$ cat src/rtl/versatile_mem_ctrl_ddr_rd_capture.sv
// ============================================================================
// Module  : versatile_mem_ctrl_ddr_rd_capture
// Brief   : DDR2 read-return capture. Delays READ tokens by CAS + PHY latency,
//           samples BL/2 words and queues them in a small FWFT FIFO.
// Revision: 1.0 - initial release
// ============================================================================
`default_nettype none

module versatile_mem_ctrl_ddr_rd_capture #(
    parameter int DW      = 32,
    parameter int CL_MAX  = 7,
    parameter int RX_LAT  = 2,
    parameter int FIFO_AW = 3
) (
    input  logic          clk_0,
    input  logic          rst_n,
    input  logic          rd_cmd_i,
    input  logic          bl8_i,
    input  logic [2:0]    cl_i,
    input  logic [DW-1:0] rx_dat_i,
    output logic [DW-1:0] rd_dat_o,
    output logic          rd_last_o,
    output logic          rd_vld_o,
    input  logic          rd_rdy_i,
    output logic          busy_o,
    output logic          ovf_o,
    output logic          ovl_o
);

    localparam int PL    = CL_MAX + RX_LAT;
    localparam int PW    = $clog2(PL);
    localparam int DEPTH = 2 ** FIFO_AW;

    logic [PL-1:1]    tok_vld_q, tok_bl8_q;
    logic [PL-1:0]    tok_vld_w, tok_bl8_w;
    logic [PW-1:0]    tap_idx_w;
    logic             arrive_w, arr_bl8_w;
    logic [2:0]       len_w;
    logic [2:0]       cnt_q, cnt_d;
    logic             push_w, last_w, ovl_d;
    logic [FIFO_AW:0] wr_ptr_q, rd_ptr_q;
    logic [DW:0]      mem_q [0:DEPTH-1];
    logic [DW:0]      hold_q, head_w;
    logic             empty_w, full_w, pop_w, push_ok_w, drop_w;
    logic             ovf_q, ovl_q;

    // Stage 0 of the token pipe is the live command input itself.
    assign tok_vld_w = {tok_vld_q, rd_cmd_i};
    assign tok_bl8_w = {tok_bl8_q, bl8_i};
    assign tap_idx_w = PW'(cl_i) + PW'(RX_LAT - 1);
    assign arrive_w  = tok_vld_w[tap_idx_w];
    assign arr_bl8_w = tok_bl8_w[tap_idx_w];
    assign len_w     = arr_bl8_w ? 3'd4 : 3'd2;

    always_comb begin
        cnt_d  = cnt_q;
        push_w = 1'b0;
        last_w = 1'b0;
        ovl_d  = ovl_q;
        if (cnt_q == 3'd0) begin
            if (arrive_w) cnt_d = len_w;
        end else begin
            push_w = 1'b1;
            last_w = (cnt_q == 3'd1);
            if (cnt_q == 3'd1) begin
                cnt_d = arrive_w ? len_w : 3'd0;
            end else begin
                cnt_d = cnt_q - 3'd1;
                if (arrive_w) ovl_d = 1'b1;
            end
        end
    end

    assign empty_w   = (wr_ptr_q == rd_ptr_q);
    assign full_w    = (wr_ptr_q[FIFO_AW] != rd_ptr_q[FIFO_AW]) &&
                       (wr_ptr_q[FIFO_AW-1:0] == rd_ptr_q[FIFO_AW-1:0]);
    assign pop_w     = ~empty_w & rd_rdy_i;
    assign push_ok_w = push_w & (~full_w | pop_w);
    assign drop_w    = push_w & full_w & ~pop_w;
    assign head_w    = mem_q[rd_ptr_q[FIFO_AW-1:0]];

    always_ff @(posedge clk_0) begin
        if (push_ok_w) mem_q[wr_ptr_q[FIFO_AW-1:0]] <= {last_w, rx_dat_i};
    end

    always_ff @(posedge clk_0 or negedge rst_n) begin
        if (!rst_n) begin
            tok_vld_q <= '0;
            tok_bl8_q <= '0;
            cnt_q     <= 3'd0;
            wr_ptr_q  <= '0;
            rd_ptr_q  <= '0;
            hold_q    <= '0;
            ovf_q     <= 1'b0;
            ovl_q     <= 1'b0;
        end else begin
            tok_vld_q <= tok_vld_w[PL-2:0];
            tok_bl8_q <= tok_bl8_w[PL-2:0];
            cnt_q     <= cnt_d;
            ovl_q     <= ovl_d;
            if (push_ok_w) wr_ptr_q <= wr_ptr_q + 1'b1;
            if (pop_w) begin
                rd_ptr_q <= rd_ptr_q + 1'b1;
                hold_q   <= head_w;
            end
            if (drop_w) ovf_q <= 1'b1;
        end
    end

    // With the FIFO empty the outputs keep showing the last word handed out.
    assign rd_vld_o  = ~empty_w;
    assign rd_dat_o  = empty_w ? hold_q[DW-1:0] : head_w[DW-1:0];
    assign rd_last_o = empty_w ? hold_q[DW]     : head_w[DW];
    assign busy_o    = (|tok_vld_q) | (cnt_q != 3'd0) | ~empty_w;
    assign ovf_o     = ovf_q;
    assign ovl_o     = ovl_q;

endmodule

`default_nettype wire

$ cat config.mk
export PLATFORM = sky130hd
export DESIGN_NAME = versatile_mem_ctrl_ddr_rd_capture
export DESIGN_NICKNAME = d
export VERILOG_FILES = /design/src/rtl/versatile_mem_ctrl_ddr_rd_capture.sv
export SDC_FILE = /design/constraint.sdc
export NUM_CORES = 1
export LEC_CHECK = 0
export BUFFER_PORTS_ARGS = -buffer_cell sky130_fd_sc_hd__buf_4
export CORE_ASPECT_RATIO = 0.6
export CORE_MARGIN = 4
export CORE_UTILIZATION = 60
export DETAILED_ROUTE_END_ITERATION = 10
export MAX_ROUTING_LAYER = met4
export PLACE_DENSITY = 0.79
export SLEW_MARGIN = 0
export SYNTH_ARGS = -nofsm -noshare
export SYNTH_HDL_FRONTEND = slang
export SYNTH_SLANG_ARGS = --single-unit
export TNS_END_PERCENT = 50
$ cat constraint.sdc
create_clock -name clk_0 -period 5.31 [get_ports clk_0]
set_input_delay 0.2655 -clock clk_0 [delete_from_list [all_inputs] [get_ports clk_0]]
set_output_delay 0.2655 -clock clk_0 [all_outputs]
set_load 0.05 [all_outputs]
==> out/metrics.yaml <==
global_routing:
  use_met1_pct: 33.7
  maximum_number_of_pins_on_one_net_before_global_route_repair: 71
  grt_remaining_overflow: 0
  first_pass_grt_wire_length_um: 39700
  number_of_global_route_vias_before_repair: 6821
  grt_busiest_layer: "met2"
  gr-usage-all-layers_pct: 22.6
  initial_antenna_violation_count: 1
  grt.met2_usage_pct: 35.0
  use_met3_pct: 3.76
setup_path:
  timing.critical_path.required_ns: 5.04
  worst_path_arrival_time_ns: 3.39
  worstSetupEndpointType: "primary output"
  path_max_fanout: 37
  critPathKind: "reg2out"
  timing.rr.end: "rd_ptr_q[1]"
  critical_path.reg2reg.startpoint: "rd_ptr_q[0]"
  critPathCapture: "rd_dat_o[31]"
  worst_setup_path_start_kind: "register"
  r2r_setup_slack_ns: 1.77
  timing.critical_path.from: "rd_ptr_q[0]"
  r2r.worst_path.cells: 6
layout:
  final_net_count: 836
  mostFrequentLayoutCell: "sky130_fd_sc_hd__edfxtp_1"
  post_route_cells_drive_above_1_share_pct: 26.4
  syn2layout_area_growth_pct: 16.6
  fill_cells: 1203
  final_cell_mix: "sky130_fd_sc_hd__edfxtp_1, sky130_fd_sc_hd__buf_4, sky130_fd_sc_hd__mux4_2"
yosys:
  post_synth_inst_count: 674
  mappedNetlistArea_mm2: 0.0127
  yosysUniqueCellTypes: 40
  synth-edff-count: 264
  synth-seq-area-share_pct: 74.8
  synth_top_flop_cell: "sky130_fd_sc_hd__edfxtp_1"
  synth_warnings: 0
  async_flop_share_pct: 19.0
  synth_nets: 720
  synth_area_per_cell_um2: 18.8
  synth.ff_latch_count: 326
clock_network:
  cts_tree: "built"
  cts_root_buf: "sky130_fd_sc_hd__clkbuf_16"
  cts-htree-levels: 1
  worstSkewPairLatency_ns: 0.52
  clkSlewWorstSetupHoldPaths_ns: 0.07
  tritoncts_buffers: 27
  cts.sink_count: 326
  post_cts_resized: 0
  post-cts-setup-buffer-count: 0
  cts.path.max_buffers: 3
sta:
  actual_transition_at_the_worst_max_transition_pin_ns: 1.24
  maxSlewViolCount: 0
  timing.final.crit_share_pct: 68.9
  headroom_to_the_max_slew_limit_pct: 16.8
  clock_skew_ns: 0.00639
  final-setup-viol-count: 0
  rsz_0062_raised_after_global_routing: "false"
  final.setup.tns_ns: 0
  post-route-min-period_ns: 3.66
  max_freq_ghz: 0.273
  finalHoldViolCount: 0
floorplanning:
  start_util_pct: 62.3
  rows: 40
  top_level_ports: 77
  die_footprint_mm2: 0.0236
  die-width_um: 196
  core_region_area_mm2: 0.0204
  die_height_um: 121
route:
  detail_route.first_pass.iterations: 5
  remaining_design_rule_violation_count: 0
  vias_per_instance: 6.01
  initialDrtViolationCount: 526
  route.final.wire_length_um: 25300
  wire_per_inst_um: 23.3
  num_vias: 6516
  final_antenna_net_count: 0
placed_design:
  count_of_buffers_inserted_at_the_top_level_ports: 76
  post-dp-hpwl_um: 14300
  globalplace.congestion: 0.725
worst_hold_path:
  timing.hold.worst_path_depth: 3
  hold_crit_path_type: "in2reg"
run:
  number_of_violations_of_the_max_capacitance_limit: 0
status:
  run_status: "completed"
==> per-layer routing <==
metal  vias up  part of all wire, %  routed length (um)
met1      3391                   44               11200
met5         -                    0                   0
met2       222                   48               12200
met4         0                  1.2                 294
li1       2876                    -                   -
met3        27                  6.4                1630
==> stage by stage <==
step	utilization, %	hold slack (ns)	instances	cell area (um^2)	setup WS, ns
floorplan	-	-0.0301	674	12700	1.42
global placement	66.7	0.359	999	13600	1.79
detailed placement	66.7	0.361	999	13600	1.71
CTS	72.6	0.0294	1083	14800	1.54
global route	72.6	0.0604	1084	14800	1.33
finish	72.6	0.0440	1085	14800	1.65
==> area by class of cell <==
cell class / count / area (um^2) / share of cell area [%]
timing repair buffer: 123 / 1040 / 7.01
antenna: 2 / 5.00 / 0.0338
sequential: 326 / 9490 / 64.1
clock buffer: 41 / 758 / 5.13
tap: 273 / 342 / 2.31
inverter: 2 / 7.51 / 0.0508
clock inverter: 8 / 85.1 / 0.575
multi-input combinational: 310 / 3070 / 20.8
==> kinds of logic after synthesis <==
logic type | synth area share (%)
flip-flops | 74.8
multiplexers | 15.2
AND/OR/NAND/NOR | 3.49
AO/OA/AOI/OAI | 3.64
buffers and inverters | 1.51
XOR/XNOR | 0.819
adder cells (fa/ha/maj) | 0.592
==> flip-flops by register name (all words and copies together), names as in the netlist <==
name	flops
hold_q	33
mem_q	264
tok_bl8_q	8
ovf_o	1
wr_ptr_q	4
tok_vld_q	8
rd_ptr_q	4
cnt_q	3
ovl_o	1
==> timing repair <==
| action | 4_1_cts | 5_1_grt |
|---|---|---|
| hold buffers | 35 | 0 |
| hold endpoints to repair | 320 | 0 |
| setup endpoints to repair | 0 | 0 |
==> worst max-delay path: stages, from the launching register on <==
cell and delay, ns:
sky130_fd_sc_hd__dfrtp_4 0.93, sky130_fd_sc_hd__buf_4 0.68, sky130_fd_sc_hd__mux4_2 0.60, sky130_fd_sc_hd__mux2i_1 0.25, sky130_fd_sc_hd__a21oi_1 0.13, sky130_fd_sc_hd__buf_4 0.24
==> synth_stat cells (2+ instances only) <==
cell,count,area [um^2]
sky130_fd_sc_hd__a21oi_1,36,180
sky130_fd_sc_hd__clkbuf_1,13,48.8
sky130_fd_sc_hd__nand2b_1,5,31.3
sky130_fd_sc_hd__buf_6,2,22.5
sky130_fd_sc_hd__nand3_1,4,20.0
sky130_fd_sc_hd__dfrtp_1,62,1550
sky130_fd_sc_hd__inv_1,2,7.51
sky130_fd_sc_hd__buf_2,11,55.1
sky130_fd_sc_hd__buf_1,4,15.0
sky130_fd_sc_hd__xor2_1,6,52.6
sky130_fd_sc_hd__buf_4,5,37.5
sky130_fd_sc_hd__xnor2_1,4,35.0
sky130_fd_sc_hd__mux2i_1,35,350
sky130_fd_sc_hd__ha_1,6,75.1
sky130_fd_sc_hd__nand2_1,41,154
sky130_fd_sc_hd__edfxtp_1,264,7930
sky130_fd_sc_hd__nor4_1,2,12.5
sky130_fd_sc_hd__mux2_2,4,45.0
sky130_fd_sc_hd__nor3_1,2,10.0
sky130_fd_sc_hd__o21ai_0,36,180
sky130_fd_sc_hd__nor2_1,44,165
sky130_fd_sc_hd__mux4_2,68,1530
==> worst min path at each step <==
stage / from / end / slack [ns]
final: rd_rdy_i / rd_ptr_q[2] / 0.04
after global routing: rd_rdy_i / rd_ptr_q[2] / 0.06
after CTS: rd_rdy_i / rd_ptr_q[2] / 0.03
after detailed placement: tok_bl8_q[7] / tok_bl8_q[8] / 0.36
after global placement: tok_bl8_q[3] / tok_bl8_q[4] / 0.36
after floorplan: rst_n / cnt_q[0] / -0.03
Power is left out: the tool's default activity adds up to more than one toggle a clock period on the data nets, which glitch-free logic cannot reach.
